$ cat src/rtl/calc_pkg.sv
// Shared types and 7-segment constants for the calculator result display.
// Segment codes are gfedcba, active-low.
package calc_pkg;

    typedef enum logic [1:0] {
        ST_IDLE  = 2'd0,
        ST_LOAD  = 2'd1,
        ST_SHIFT = 2'd2,
        ST_DONE  = 2'd3
    } calc_state_e;

    localparam logic [6:0] SEG_BLANK = 7'h7F;
    localparam logic [6:0] SEG_MINUS = 7'b0111111;

    localparam logic [6:0] SEG_0 = 7'b1000000;
    localparam logic [6:0] SEG_1 = 7'b1111001;
    localparam logic [6:0] SEG_2 = 7'b0100100;
    localparam logic [6:0] SEG_3 = 7'b0110000;
    localparam logic [6:0] SEG_4 = 7'b0011001;
    localparam logic [6:0] SEG_5 = 7'b0010010;
    localparam logic [6:0] SEG_6 = 7'b0000010;
    localparam logic [6:0] SEG_7 = 7'b1111000;
    localparam logic [6:0] SEG_8 = 7'b0000000;
    localparam logic [6:0] SEG_9 = 7'b0010000;

    function automatic logic [6:0] seg7_code(input logic [3:0] bcd);
        logic [6:0] code;
        case (bcd)
            4'd0:    code = SEG_0;
            4'd1:    code = SEG_1;
            4'd2:    code = SEG_2;
            4'd3:    code = SEG_3;
            4'd4:    code = SEG_4;
            4'd5:    code = SEG_5;
            4'd6:    code = SEG_6;
            4'd7:    code = SEG_7;
            4'd8:    code = SEG_8;
            4'd9:    code = SEG_9;
            default: code = SEG_BLANK;
        endcase
        return code;
    endfunction

    // Double-dabble pre-shift correction: any nibble >= 5 gets +3.
    function automatic logic [11:0] dabble_adj(input logic [11:0] bcd);
        logic [11:0] adj;
        adj = bcd;
        for (int i = 0; i < 3; i++) begin
            if (bcd[4*i +: 4] >= 4'd5) begin
                adj[4*i +: 4] = bcd[4*i +: 4] + 4'd3;
            end
        end
        return adj;
    endfunction

endpackage

$ cat src/rtl/calc_seg7_decoder.sv
// BCD digit to active-low 7-segment pattern (gfedcba), with a blank override.
module calc_seg7_decoder
    import calc_pkg::*;
(
    input  logic [3:0] bcd,
    input  logic       blank,
    output logic [6:0] seg_n
);

    always_comb begin
        seg_n = SEG_BLANK;
        if (!blank) begin
            seg_n = seg7_code(bcd);
        end
    end

endmodule

$ cat src/rtl/calc_result_display.sv
// Result display: captures an add/sub result, converts it to sign + 3 BCD digits by
// double-dabble, and scans a 4-digit 7-seg display. Optional macro: LEADING_ZERO_BLANK_EN.
//
// state    | meaning
// ST_IDLE  | ready for a new result (res_ready=1)
// ST_LOAD  | sign/magnitude from the captured word, BCD cleared
// ST_SHIFT | one double-dabble step per cycle, DATA_W cycles
// ST_DONE  | publish digits, sign and overflow to the display regs
module calc_result_display
    import calc_pkg::*;
#(
    parameter int DATA_W      = 8,
    parameter int REFRESH_DIV = 1000
) (
    input  logic              clk,
    input  logic              rst_n,
    input  logic [DATA_W-1:0] res_in,
    input  logic              res_signed,
    input  logic              ovf_in,
    input  logic              res_valid,
    output logic              res_ready,
    output logic              busy,
    output logic [3:0]        an_n,
    output logic [6:0]        seg_n,
    output logic              dp_n
);

    localparam int CNT_W = $clog2(DATA_W);
    localparam int REF_W = $clog2(REFRESH_DIV);

    calc_state_e       state_q, state_d;
    logic              res_ready_q, res_ready_d;
    logic              busy_q, busy_d;
    logic [DATA_W-1:0] cap_res_q, cap_res_d;
    logic              cap_signed_q, cap_signed_d;
    logic              cap_ovf_q, cap_ovf_d;
    logic [DATA_W-1:0] mag_q, mag_d;
    logic [11:0]       bcd_q, bcd_d;
    logic              neg_q, neg_d;
    logic [CNT_W-1:0]  bit_cnt_q, bit_cnt_d;

    logic [11:0]       disp_bcd_q, disp_bcd_d;
    logic              disp_neg_q, disp_neg_d;
    logic              disp_ovf_q, disp_ovf_d;

    logic [REF_W-1:0]  ref_cnt_q, ref_cnt_d;
    logic [1:0]        scan_idx_q, scan_idx_d;
    logic [3:0]        an_n_q, an_n_d;
    logic [6:0]        seg_n_q, seg_n_d;
    logic              dp_n_q, dp_n_d;

    logic [3:0]        sel_bcd;
    logic              sel_blank;
    logic [6:0]        dec_seg_n;
    logic              blank_hund;
    logic              blank_tens;

    always_comb begin
        state_d      = state_q;
        cap_res_d    = cap_res_q;
        cap_signed_d = cap_signed_q;
        cap_ovf_d    = cap_ovf_q;
        mag_d        = mag_q;
        bcd_d        = bcd_q;
        neg_d        = neg_q;
        bit_cnt_d    = bit_cnt_q;
        disp_bcd_d   = disp_bcd_q;
        disp_neg_d   = disp_neg_q;
        disp_ovf_d   = disp_ovf_q;

        case (state_q)
            ST_IDLE: begin
                if (res_valid && res_ready_q) begin
                    cap_res_d    = res_in;
                    cap_signed_d = res_signed;
                    cap_ovf_d    = ovf_in;
                    state_d      = ST_LOAD;
                end
            end
            ST_LOAD: begin
                // The negated most-negative value is exact when read back as unsigned.
                neg_d     = cap_signed_q & cap_res_q[DATA_W-1];
                mag_d     = neg_d ? (~cap_res_q + 1'b1) : cap_res_q;
                bcd_d     = '0;
                bit_cnt_d = CNT_W'(DATA_W - 1);
                state_d   = ST_SHIFT;
            end
            ST_SHIFT: begin
                bcd_d = 12'({dabble_adj(bcd_q), mag_q[DATA_W-1]});
                mag_d = mag_q << 1;
                if (bit_cnt_q == '0) begin
                    state_d = ST_DONE;
                end else begin
                    bit_cnt_d = bit_cnt_q - 1'b1;
                end
            end
            ST_DONE: begin
                disp_bcd_d = bcd_q;
                disp_neg_d = neg_q;
                disp_ovf_d = cap_ovf_q;
                state_d    = ST_IDLE;
            end
            default: state_d = ST_IDLE;
        endcase

        res_ready_d = (state_d == ST_IDLE);
        busy_d      = (state_d != ST_IDLE);
    end

`ifdef LEADING_ZERO_BLANK_EN
    assign blank_hund = (disp_bcd_q[11:8] == 4'd0);
    assign blank_tens = (disp_bcd_q[11:8] == 4'd0) && (disp_bcd_q[7:4] == 4'd0);
`else
    assign blank_hund = 1'b0;
    assign blank_tens = 1'b0;
`endif

    always_comb begin
        ref_cnt_d  = ref_cnt_q + 1'b1;
        scan_idx_d = scan_idx_q;
        if (ref_cnt_q == REF_W'(REFRESH_DIV - 1)) begin
            ref_cnt_d  = '0;
            scan_idx_d = scan_idx_q + 2'd1;
        end

        sel_bcd   = 4'd0;
        sel_blank = 1'b1;
        case (scan_idx_q)
            2'd0: begin
                sel_bcd   = disp_bcd_q[3:0];
                sel_blank = 1'b0;
            end
            2'd1: begin
                sel_bcd   = disp_bcd_q[7:4];
                sel_blank = blank_tens;
            end
            2'd2: begin
                sel_bcd   = disp_bcd_q[11:8];
                sel_blank = blank_hund;
            end
            default: begin
                sel_bcd   = 4'd0;
                sel_blank = 1'b1;
            end
        endcase
    end

    calc_seg7_decoder u_seg7 (
        .bcd   (sel_bcd),
        .blank (sel_blank),
        .seg_n (dec_seg_n)
    );

    // Outputs are registered together so a slot never mixes old and new segments.
    always_comb begin
        an_n_d  = ~(4'b0001 << scan_idx_q);
        seg_n_d = dec_seg_n;
        if (scan_idx_q == 2'd3 && disp_neg_q) begin
            seg_n_d = SEG_MINUS;
        end
        dp_n_d = !(scan_idx_q == 2'd0 && disp_ovf_q);
    end

    always_ff @(posedge clk) begin
        if (!rst_n) begin
            state_q      <= ST_IDLE;
            res_ready_q  <= 1'b0;
            busy_q       <= 1'b0;
            cap_res_q    <= '0;
            cap_signed_q <= 1'b0;
            cap_ovf_q    <= 1'b0;
            mag_q        <= '0;
            bcd_q        <= '0;
            neg_q        <= 1'b0;
            bit_cnt_q    <= '0;
            disp_bcd_q   <= '0;
            disp_neg_q   <= 1'b0;
            disp_ovf_q   <= 1'b0;
            ref_cnt_q    <= '0;
            scan_idx_q   <= 2'd0;
            an_n_q       <= 4'b1111;
            seg_n_q      <= SEG_BLANK;
            dp_n_q       <= 1'b1;
        end else begin
            state_q      <= state_d;
            res_ready_q  <= res_ready_d;
            busy_q       <= busy_d;
            cap_res_q    <= cap_res_d;
            cap_signed_q <= cap_signed_d;
            cap_ovf_q    <= cap_ovf_d;
            mag_q        <= mag_d;
            bcd_q        <= bcd_d;
            neg_q        <= neg_d;
            bit_cnt_q    <= bit_cnt_d;
            disp_bcd_q   <= disp_bcd_d;
            disp_neg_q   <= disp_neg_d;
            disp_ovf_q   <= disp_ovf_d;
            ref_cnt_q    <= ref_cnt_d;
            scan_idx_q   <= scan_idx_d;
            an_n_q       <= an_n_d;
            seg_n_q      <= seg_n_d;
            dp_n_q       <= dp_n_d;
        end
    end

    assign res_ready = res_ready_q;
    assign busy      = busy_q;
    assign an_n      = an_n_q;
    assign seg_n     = seg_n_q;
    assign dp_n      = dp_n_q;

endmodule

$ cat config.mk
export PLATFORM = sky130hd
export DESIGN_NAME = calc_result_display
export DESIGN_NICKNAME = d
export VERILOG_FILES = /design/src/rtl/calc_pkg.sv /design/src/rtl/calc_seg7_decoder.sv /design/src/rtl/calc_result_display.sv
export SDC_FILE = /design/constraint.sdc
export NUM_CORES = 1
export LEC_CHECK = 0
export CELL_PAD_IN_SITES_DETAIL_PLACEMENT = 1
export CELL_PAD_IN_SITES_GLOBAL_PLACEMENT = 1
export CORE_ASPECT_RATIO = 0.75
export CORE_MARGIN = 5
export CORE_UTILIZATION = 48
export DETAILED_ROUTE_END_ITERATION = 8
export PLACE_DENSITY_LB_ADDON = 0.1
export SYNTH_ARGS = -nofsm -noshare
export SYNTH_HDL_FRONTEND = slang
export SYNTH_HIERARCHICAL = 1
export SYNTH_SLANG_ARGS = --single-unit
$ cat constraint.sdc
create_clock -name clk -period 5 [get_ports clk]
set_input_delay 1 -clock clk [delete_from_list [all_inputs] [get_ports clk]]
set_output_delay 1 -clock clk [all_outputs]
set_load 0.02 [all_outputs]
==> results.txt <==
Crit path required time: 5260 ps
Area growth from synthesis to layout: 14.0%
Global-route track usage on met2: 0.327
Syn nets: 436
Hold_ws: 438 ps
Number of top-level pins: 27
Area of the die: 9420 µm²
Post-CTS Hold Buffers: 0
Clock sinks: 76
R2R cell count: 6
Worst EP arrival: 2670 ps
Tot GR Track Use: 0.187
Max cap viols: 0
Top cells by area, synth: dfxtp_1, ha_1, nand2_1, mux2i_1, o21ai_0
Placement Setup Slack: 2590 ps
Outcome: finished clean
Starting DRT DRC Count: 98
Unrepaired setup endpoints after global routing: false
Period Utilization, post-route: 0.481
Maximum vdd drop: 0.226 mV
WL/cell: 15.2 µm
Most Crowded Layer GR: met2
GP Congestion: 0.782
Area leader, netlist: dfxtp_1
Flops & latches, synth: 76
Routed via count: 2828
F_max: 415 MHz
Post-route ant nets: 0
Global route total overflow: 0
Clock Pin Slew Worst Setup and Hold Paths: 80 ps
Post-Syn Area per Cell: 9.12 µm²
Root Buffer: clkbuf_8
Worst Skew: 11.0 ps
Maximum root-to-sink buffer count: 2
N_diodes: 0
Min-Delay Path Class: register to register
Fraction of layout cells with a size suffix above 1: 0.0728
Pwr/cell area: 369 nW/µm²
Clk_lat worst skew: 350 ps
Yosys cell types: 51
Commonest non-fill, non-tap cells in the layout: dfxtp_1, nand2_1, ha_1, clkdlybuf4s50_1, o21ai_0
Setup slack after layout: 2590 ps
Drt first pass iters: 4
Vias in the first global route: 2941
Chip width: 110 µm
Vias per Instance: 5.37
Top-area cell type share of the netlist area: 0.419
Crit path kind: register to register
# setup viols final: 0
Fin. max-slew vios: 0
Post_cts resized: 0
Worst setup SP type: register
Die Ht: 85.3 µm
Row count: 27
Critical path fanouts, max: 21
Drt drc: 0
Post-synth EDFFs: 0
Core Area: 7360 µm²
Num CTS Buffers: 9
First-pass GRT wire length: 13900 µm
Setup bufs post-CTS: 0
Sequential area share after synthesis: 0.419
Initial Util: 0.493
CTS tree: built
Met3 Use GR: 0.0540
Slew margin rel.: 0.435
Largest net degree at the start of global routing: 62
Leakage: 1.48 nW
Predominant post-synthesis flop cell: dfxtp_1
Commonest non-fill, non-tap cell in the layout: dfxtp_1
Slew @ Worst Pin: 847 ps
Final Critical Period: 2410 ps
Cells after Synth: 398
Power, Total: 1.53 mW
CP Capture Type: register
Met1 usage: 0.229
Final #Nets: 459
FF-to-FF Start: state_q[0]$_SDFF_PN0_
Clock H-tree levels: 3
R2r endpoint: bcd_q[11]$_SDFFE_PN0P_
Reg2Reg Setup Slack: 2590 ps
Port Buf Inserts: 26
HPWL after DPL: 5720 µm
HP Start: disp_ovf_q$_SDFFE_PN0N_
Fin. Hold Viols: 0
Async S/R FF share, synth: 0
Cells on Worst Hold Path: 1
Synth warn: 6
Synthesized cell area: 3630 µm²
Final WL: 8030 µm
Setup TNS Final: 0 ps
Initial antenna violation count: 0
WHS Endpoint: dp_n$_SDFF_PN1_
-- registers in the layout, indices dropped and copies added (netlist names) --
register	flops
an_n	4
bcd_q	12
bit_cnt_q	3
busy	1
cap_ovf_q	1
cap_res_q	8
cap_signed_q	1
disp_bcd_q	12
disp_neg_q	1
disp_ovf_q	1
dp_n	1
mag_q	8
neg_q	1
ref_cnt_q	10
res_ready	1
scan_idx_q	2
seg_n	7
state_q	2
-- critical path: stages (launching register included) --
cell,delay [ps]
dfxtp_1,420
inv_1,110
ha_1,710
nand3_1,600
nor3_1,290
o21ai_0,110
o21ai_0,80
-- where the power goes --
part           total, mW  internal, mW  switching (mW)
combinational      0.356         0.140           0.216
sequential         0.700         0.658          0.0422
clock              0.472         0.243           0.229
total               1.53          1.04           0.487
-- layout make-up --
| cell class | instances | area, µm² |
|---|---|---|
| Clock buffer | 10 | 138 |
| Clock inverter | 6 | 63.8 |
| Fill cell | 886 | 3230 |
| Inverter | 23 | 86.3 |
| Multi-Input combinational cell | 284 | 1940 |
| Sequential cell | 76 | 1520 |
| Tap cell | 101 | 126 |
| Timing Repair Buffer | 27 | 263 |
-- cell families after synthesis --
kind of cell             Yosys count  synth area share
XOR/XNOR                          16            0.0386
multiplexers                      17            0.0479
flip-flops                        76             0.419
adder cells (fa/ha/maj)           25            0.0862
AO/OA/AOI/OAI                     81             0.145
buffers and inverters             38            0.0465
AND/OR/NAND/NOR                  145             0.217
-- cells in the mapped netlist (all sizes together) (4+ instances only) --
master and count:
nor2b 17, buf 12, a21oi 14, dfxtp 76, o22ai 7, and2 8
nand2b 16, inv 23, nand2 45, nand3 16, o211ai 4, nor3 8
ha 25, mux2i 14, a21boi 12, nor2 17, xor2 5, nand3b 4
a31oi 4, and3 4, o21ai 24, xnor2 11, a222oi 4
-- layer usage --
metal / vias up / wire, µm
li1: 1415 / -
met1: 1375 / 3760
met2: 33 / 4000
met3: 5 / 228
met4: 0 / 43
met5: - / 0
-- through the flow --
step / utilization / cell area (µm²) / instances
after global placement: 0.534 / 3940 / 511
after floorplan: - / 3630 / 398
after detailed placement: 0.534 / 3940 / 511
final: 0.562 / 4140 / 527
after CTS: 0.562 / 4140 / 527
after global routing: 0.562 / 4140 / 527
-- how the worst max path moves through the flow --
stage,start,end,slack (ps),cells past startpoint
final,state_q[0]$_SDFF_PN0_,bcd_q[11]$_SDFFE_PN0P_,2590,6
after global routing,state_q[0]$_SDFF_PN0_,bcd_q[3]$_SDFFE_PN0P_,2320,6
after CTS,state_q[0]$_SDFF_PN0_,bcd_q[3]$_SDFFE_PN0P_,2570,6
after detailed placement,state_q[0]$_SDFF_PN0_,bcd_q[3]$_SDFFE_PN0P_,2590,6
after global placement,state_q[0]$_SDFF_PN0_,bcd_q[11]$_SDFFE_PN0P_,2710,6
after floorplan,scan_idx_q[1]$_SDFFE_PN0N_,seg_n[2]$_SDFF_PP1_,3130,9
(Power assumes the default switching activity.)
